===== src/rtl/mips_fetch_unit.sv =====
// Instruction-fetch front end: PC, request/ack handshake to instruction
// memory with variable wait states, instruction register and timeout fault.
module mips_fetch_unit #(
    parameter logic [31:0] RESET_PC = 32'h0000_0000,
    parameter int          TIMEOUT  = 16
) (
    input  logic        clk,
    input  logic        rst,
    input  logic        fetch_req,
    input  logic        pc_write,
    input  logic [31:0] pc_next,
    output logic [31:0] mem_addr,
    output logic        mem_req,
    input  logic        mem_ack,
    input  logic [31:0] mem_rdata,
    output logic [31:0] pc,
    output logic [31:0] instr,
    output logic [5:0]  OpCode,
    output logic [5:0]  Funct,
    output logic        instr_valid,
    output logic        busy,
    output logic        fault,
    output logic [31:0] fetch_count
);

    typedef enum logic [1:0] {
        S_IDLE,
        S_REQ,
        S_FAULT
    } state_t;

    localparam logic [7:0] TMO_LAST = 8'(TIMEOUT - 1);

    state_t      state;
    state_t      state_next;
    logic        launch;
    logic        done;
    logic        tmo;
    logic [7:0]  wait_cnt;
    logic [31:0] addr_q;
    logic [31:0] pend_pc;
    logic        pend_valid;
    logic [31:0] pc_aligned;

    assign pc_aligned = pc_next & 32'hFFFF_FFFC;

    always_ff @(posedge clk or posedge rst) begin
        if (rst) begin
            state <= S_IDLE;
        end else begin
            state <= state_next;
        end
    end

    always_comb begin
        state_next = state;
        launch     = 1'b0;
        done       = 1'b0;
        tmo        = 1'b0;
        case (state)
            S_IDLE: begin
                if (fetch_req) begin
                    state_next = S_REQ;
                    launch     = 1'b1;
                end
            end
            S_REQ: begin
                // An ack on the timeout edge still completes the fetch
                if (mem_ack) begin
                    state_next = S_IDLE;
                    done       = 1'b1;
                end else if (wait_cnt == TMO_LAST) begin
                    state_next = S_FAULT;
                    tmo        = 1'b1;
                end
            end
            S_FAULT: begin
                state_next = S_FAULT;
            end
            default: begin
                state_next = S_IDLE;
            end
        endcase
    end

    always_ff @(posedge clk or posedge rst) begin
        if (rst) begin
            pc          <= RESET_PC & 32'hFFFF_FFFC;
            instr       <= '0;
            instr_valid <= 1'b0;
            fetch_count <= '0;
            wait_cnt    <= '0;
            addr_q      <= '0;
            pend_pc     <= '0;
            pend_valid  <= 1'b0;
        end else begin
            if (launch) begin
                addr_q      <= pc;
                instr_valid <= 1'b0;
                wait_cnt    <= '0;
            end
            if (state == S_REQ && !mem_ack) begin
                wait_cnt <= wait_cnt + 8'd1;
            end
            if (done) begin
                instr       <= mem_rdata;
                instr_valid <= 1'b1;
                fetch_count <= fetch_count + 32'd1;
            end
            // PC writes during a request are deferred so mem_addr holds
            if (state == S_IDLE && pc_write) begin
                pc <= pc_aligned;
            end else if (state == S_REQ) begin
                if (done) begin
                    pend_valid <= 1'b0;
                    if (pc_write) begin
                        pc <= pc_aligned;
                    end else if (pend_valid) begin
                        pc <= pend_pc;
                    end
                end else if (tmo) begin
                    pend_valid <= 1'b0;
                end else if (pc_write) begin
                    pend_pc    <= pc_aligned;
                    pend_valid <= 1'b1;
                end
            end
        end
    end

    assign mem_req  = (state == S_REQ);
    assign busy     = (state == S_REQ);
    assign fault    = (state == S_FAULT);
    assign mem_addr = (state == S_REQ) ? addr_q : pc;
    assign OpCode   = instr[31:26];
    assign Funct    = instr[5:0];

endmodule

===== config.mk =====
export PLATFORM = sky130hd
export DESIGN_NAME = mips_fetch_unit
export DESIGN_NICKNAME = d
export VERILOG_FILES = /design/src/rtl/mips_fetch_unit.sv
export SDC_FILE = /design/constraint.sdc
export NUM_CORES = 1
export LEC_CHECK = 0
export CAP_MARGIN = 20
export CORE_MARGIN = 10
export CORE_UTILIZATION = 45
export DETAILED_ROUTE_END_ITERATION = 10
export PLACE_DENSITY = 0.84
export SYNTH_ARGS = -nofsm -noshare
export SYNTH_HDL_FRONTEND = slang
export SYNTH_SLANG_ARGS = --single-unit

===== constraint.sdc =====
create_clock -name clk -period 6.3 [get_ports clk]
set_input_delay 1.26 -clock clk [delete_from_list [all_inputs] [get_ports clk]]
set_output_delay 1.26 -clock clk [all_outputs]
set_load 0.01 [all_outputs]

---- Word-level counts from Yosys, hierarchy flattened ----
Cells that the tools add are included.
word-level totals
  flip-flop bits (word level) ............. 170
  bits of input ports ..................... 69
  output and inout bits ................... 144
  logic and storage cells ................. 57
operators by class
  $add $sub $neg .......................... 2
  equality and inequality tests ........... 5
  multiplexer cells ....................... 24
  bitwise logic cells ..................... 3
  reductions and logical operators ........ 14
operators by type and width
  cell                                                                   count
  32-bit two-way mux                                                     6
  32-bit by 1-bit adder with 32-bit output, second input constant        1
  8-bit two-way mux                                                      2
  1-bit two-way mux                                                      12
  8-bit by 1-bit adder with 8-bit output, second input constant          1
  8-bit by 4-bit equality test with 1-bit output, second input constant  1
  2-bit nonzero test                                                     4
  2-bit two-way mux                                                      3
  2-bit one-hot mux with 3 select lines                                  1
  3-bit AND reduction                                                    2
  3-bit nonzero test                                                     2
  5-bit AND reduction                                                    1
  3-bit by 2-bit != test with 1-bit output, second input constant        1
  1-bit NOT                                                              3
  2-bit by 1-bit equality test with 1-bit output, second input constant  1
  2-bit equality test, second input constant                             1
  1-bit logical AND                                                      2
  2-bit zero test                                                        1
  2-bit != test, second input constant                                   1
  2-bit AND reduction                                                    1
  1-bit zero test                                                        1

---- Logic depth before layout (Yosys ltp) ----
  depth after elaboration ................. 6
  gate-level depth with buffers ........... 7

---- Least setup slack after synthesis ----
OpenSTA, ideal clock, no wires.
  kind .................................... register to output
  start ................................... register state[0]
  end ..................................... output port mem_addr[24]
  arrival time ............................ 1.641 ns
  path slack .............................. 3.399 ns
  stages on the path, launching flop included .. 5
  path through ............................ dfrtp_1 > nor2b_1 > clkbuf_1 > clkbuf_1 > mux2_2
between the ends
  longest elaborated chain between the ends .. 2
ends and longest elaborated chain
  item                                            RTL line  RTL
  start, declared                                 34        state_t state;
  start signal, assigned                          51        state <= state_next;
  2-bit by 1-bit equality test with 1-bit output  --
  net busy                                        21        output logic busy,
  32-bit two-way mux                              134       assign mem_addr = (state == S_REQ) ? addr_q : pc;
  end, declared                                   12        output logic [31:0] mem_addr,
The timed path passes the listed nets, and every way through them passes these cells.

---- Final worst setup path ----
  start ................................... register state[0]
  end ..................................... output port mem_addr[10]
between the ends
  longest elaborated chain between the ends .. 2
ends and longest elaborated chain
  item                                            RTL line
  2-bit by 1-bit equality test with 1-bit output  134
  32-bit two-way mux                              134
Every way passes these cells.

==> impl_results.md <==
- Top_reg_cell synth: dfrtp_1
- Post-cts resize count: 0
- Syn-to-layout area delta: 37.80%
- R2R Setup Slk: roughly 3.4 ns
- Layout cells sized above 1: between 10% and 20%
- Die Wd: 147.5 um
- Cells after Synth: roughly 630
- Clock buffer depth: 2
- Worst setup EP type: primary output
- Asr flop ratio synth: 100.0%
- Critical path class: reg2out
- Netlist Area Pre-Place: roughly 7300 um^2
- RSZ-0062 raised after global routing: false
- Yosys reg bits: 166
- CTS tree: yes
- Tmin final: 4.117 ns
- Via count: ~5.4k
- Post-synthesis area per instance: 11.54 um^2
- Power Density: 497.7 nW/um^2
- CTS Buf Count: 17
- Clk root buf: clkbuf_16
- Ant. Diodes: 0
- Area share of the largest cell type after synthesis: 56.78%
- Hpwl dp: ~13000 um
- DR pass1 iterations: 4
- Die Height: around 150 um
- Clk_lat worst skew: around 0.42 ns
- First-pass GRT wire length: between 30000 and 40000 um
- Final Cycle Share: approximately two thirds
- Sequential area share after synthesis: ~57%
- Yosys cell types: 37
- Gr ovfl total: 0
- Hold WC Path Type: reg2reg
- Vias/cell: around 5
- Core area: about 16000 um^2
- DRT iter0 DRCs: between 200 and 250
- DRT Wirelength: between 15000 and 20000 um
- Worst ir drop on vdd: between 0.0002 and 0.0003 V
- H-tree depth: 4
- Worst-path clk slew: approximately 0.070 ns
- Delay of the slowest cell on the worst path: about 0.96 ns
- All-layer global routing usage: approximately 17%
- Pleak: roughly 0.0045 uW
- Pin count of the biggest net entering global routing: 63
- Initial Utilization: between 40% and 50%
- Initial antenna violation count: 1
- FP Rows: 46
- Slew @ Worst Pin: roughly 1.1 ns
- Global-route met1 utilization: about a fifth
- Largest cells by area after synthesis: dfrtp_1, mux2_2, nand2_1
- DRC: 0
- CP Launch Type: flip-flop
- CTS sink cnt: between 150 and 200
- Post-synth top area cell: dfrtp_1
- Crit path cell chain: nor2b_4, mux2_2, clkdlybuf4s50_1
- MaxCap Viol Count: 0
- Port Buf Inserts: slightly above 200
- Slowest cell on the critical path: nor2b_4
- GR peak layer: met2
- Hold WS: ~0.48 ns
- Worst EP arrival: 2.86 ns
- Io pins: 213
- Worst Skew: just over 0.009 ns
- Number of global-route vias before repair: 5619
- Placed Cells: about 1.0k
- EDFF count, synth: 0
- Final setup viols: 0
- GPL Wtd Cong: 0.7915
- Hold buffer count at CTS: 0
- Critical Path Fanout Max: 35
- Final-report hold violation count: 0
- Avg WL per Cell: around 18 um
- Status: completed
- Number of warnings issued by yosys: 0
- Non-Filler Instances: about 1.1k
- Fin. max-slew vios: 0
- Buffers inserted by post-CTS timing repair: 0
- Die ar.: roughly 22000 um^2
- M3 GR Usage: 8.761%
- Fin Setup TNS: 0 ns
- Max-slew headroom: about a quarter
- WP data required: 5.04 ns
- GRT met2 Usage: ~27%
- ANT nets after route: 0
- Number of fill cells in the layout: 1239
- Peak Freq: between 200 and 250 MHz
- Final nets: about 900
-- per-layer routing --
layer / vias up / routed length [um]
met3: 20 / 2047
met1: 2670 / 7701
met5: - / 13
li1: 2536 / -
met4: 2 / 197
met2: 193 / 8747
-- placed cells by master (no fill, tap or decap), drive strengths merged, types with 9 or more instances in the layout --
| cell | n |
|---|---|
| xnor2 | 19 |
| clkbuf | 24 |
| xor2 | 12 |
| mux2i | 32 |
| clkdlybuf4s50 | 205 |
| mux2 | 93 |
| dfrtp | 166 |
| nand4 | 16 |
| nor2 | 43 |
| nand3 | 11 |
| a21oi | 34 |
| nor3 | 10 |
| nand2 | 109 |
| buf | 9 |
-- per-stage QoR --
stage / area, um^2 / util, % / worst slack, ns / power [uW]
after global routing: 10080 / 63.46 / 2.026 / 5347
after CTS: 10080 / 63.46 / 2.139 / 5083
after detailed placement: 9485 / 59.71 / 2.595 / 4014
final: 10080 / 63.46 / 2.183 / 5017
after global placement: 9485 / 59.71 / 2.628 / 3943
after floorplan: 7327 / - / 0.5500 / 2897
-- cells by family after synthesis --
logic type | after synthesis | synth area share, %
AO/OA/AOI/OAI | 45 | 3.233
buffers and inverters | 50 | 3.677
AND/OR/NAND/NOR | 214 | 13.51
flip-flops | 166 | 56.78
multiplexers | 125 | 18.69
other | 1 | 0.05126
XOR/XNOR | 31 | 3.711
adder cells (fa/ha/maj) | 2 | 0.3420
-- synthesized netlist by cell type, types with 2 or more instances --
library cell    n
dfrtp_1       166
buf_4          17
nor4_1          3
and3_1          8
ha_1            2
inv_1           4
o21ai_0         8
mux2_2         88
nand2_1       109
mux2i_1        32
xnor2_1        19
nand4_1        16
mux2_1          5
and4_1          3
xor2_1         12
nor3_1         10
clkbuf_1       20
nor2b_1         2
nand3_1        11
buf_2           8
nor2_1         43
a21oi_1        33
-- layout make-up --
class | instances | area (um^2) | share of cell area, %
clock inverter | 7 | 93.84 | 0.9309
tap | 216 | 270.3 | 2.681
inverter | 4 | 20.02 | 0.1986
sequential | 166 | 4154 | 41.21
clock buffer | 24 | 501.7 | 4.977
multi-input combinational | 421 | 2924 | 29.01
timing repair buffer | 214 | 2117 | 21.00
-- state kept, by name, indices dropped and copies added, names as in the netlist --
signal / count
pend_valid: 1
wait_cnt: 8
instr_valid: 1
instr: 32
addr_q: 30
fetch_count: 32
pc: 30
state: 2
pend_pc: 30
-- report_power, final --
part	switching, uW	total [uW]	leakage [uW]	internal [uW]
Sequential	315	1820	0.00204	1500
Combinational	925	2160	0.00219	1230
Clock	407	1040	0.000288	634
-- path summary, 6_finish.rpt --
| path | cells after the start | to | from |
|---|---|---|---|
| worst min-delay path | 2 | addr_q[11] | addr_q[11] |
| worst max-delay path | 3 | mem_addr[10] | state[0] |
| worst max register to register | 3 | instr[3] | state[0] |
| max in group asynchronous | 3 | addr_q[9] | rst |
| worst min register to register | 2 | addr_q[11] | addr_q[11] |
| min in group asynchronous | 2 | instr[6] | rst |
-- critical path, delay by kind of cell, from the launching register on --
family | cells | cell delay [ns]
buffers and inverters | 1 | 0.49
DFF | 1 | 0.54
muxes | 1 | 0.43
and+or+nand+nor | 1 | 0.96
(Power assumes the default switching activity.)
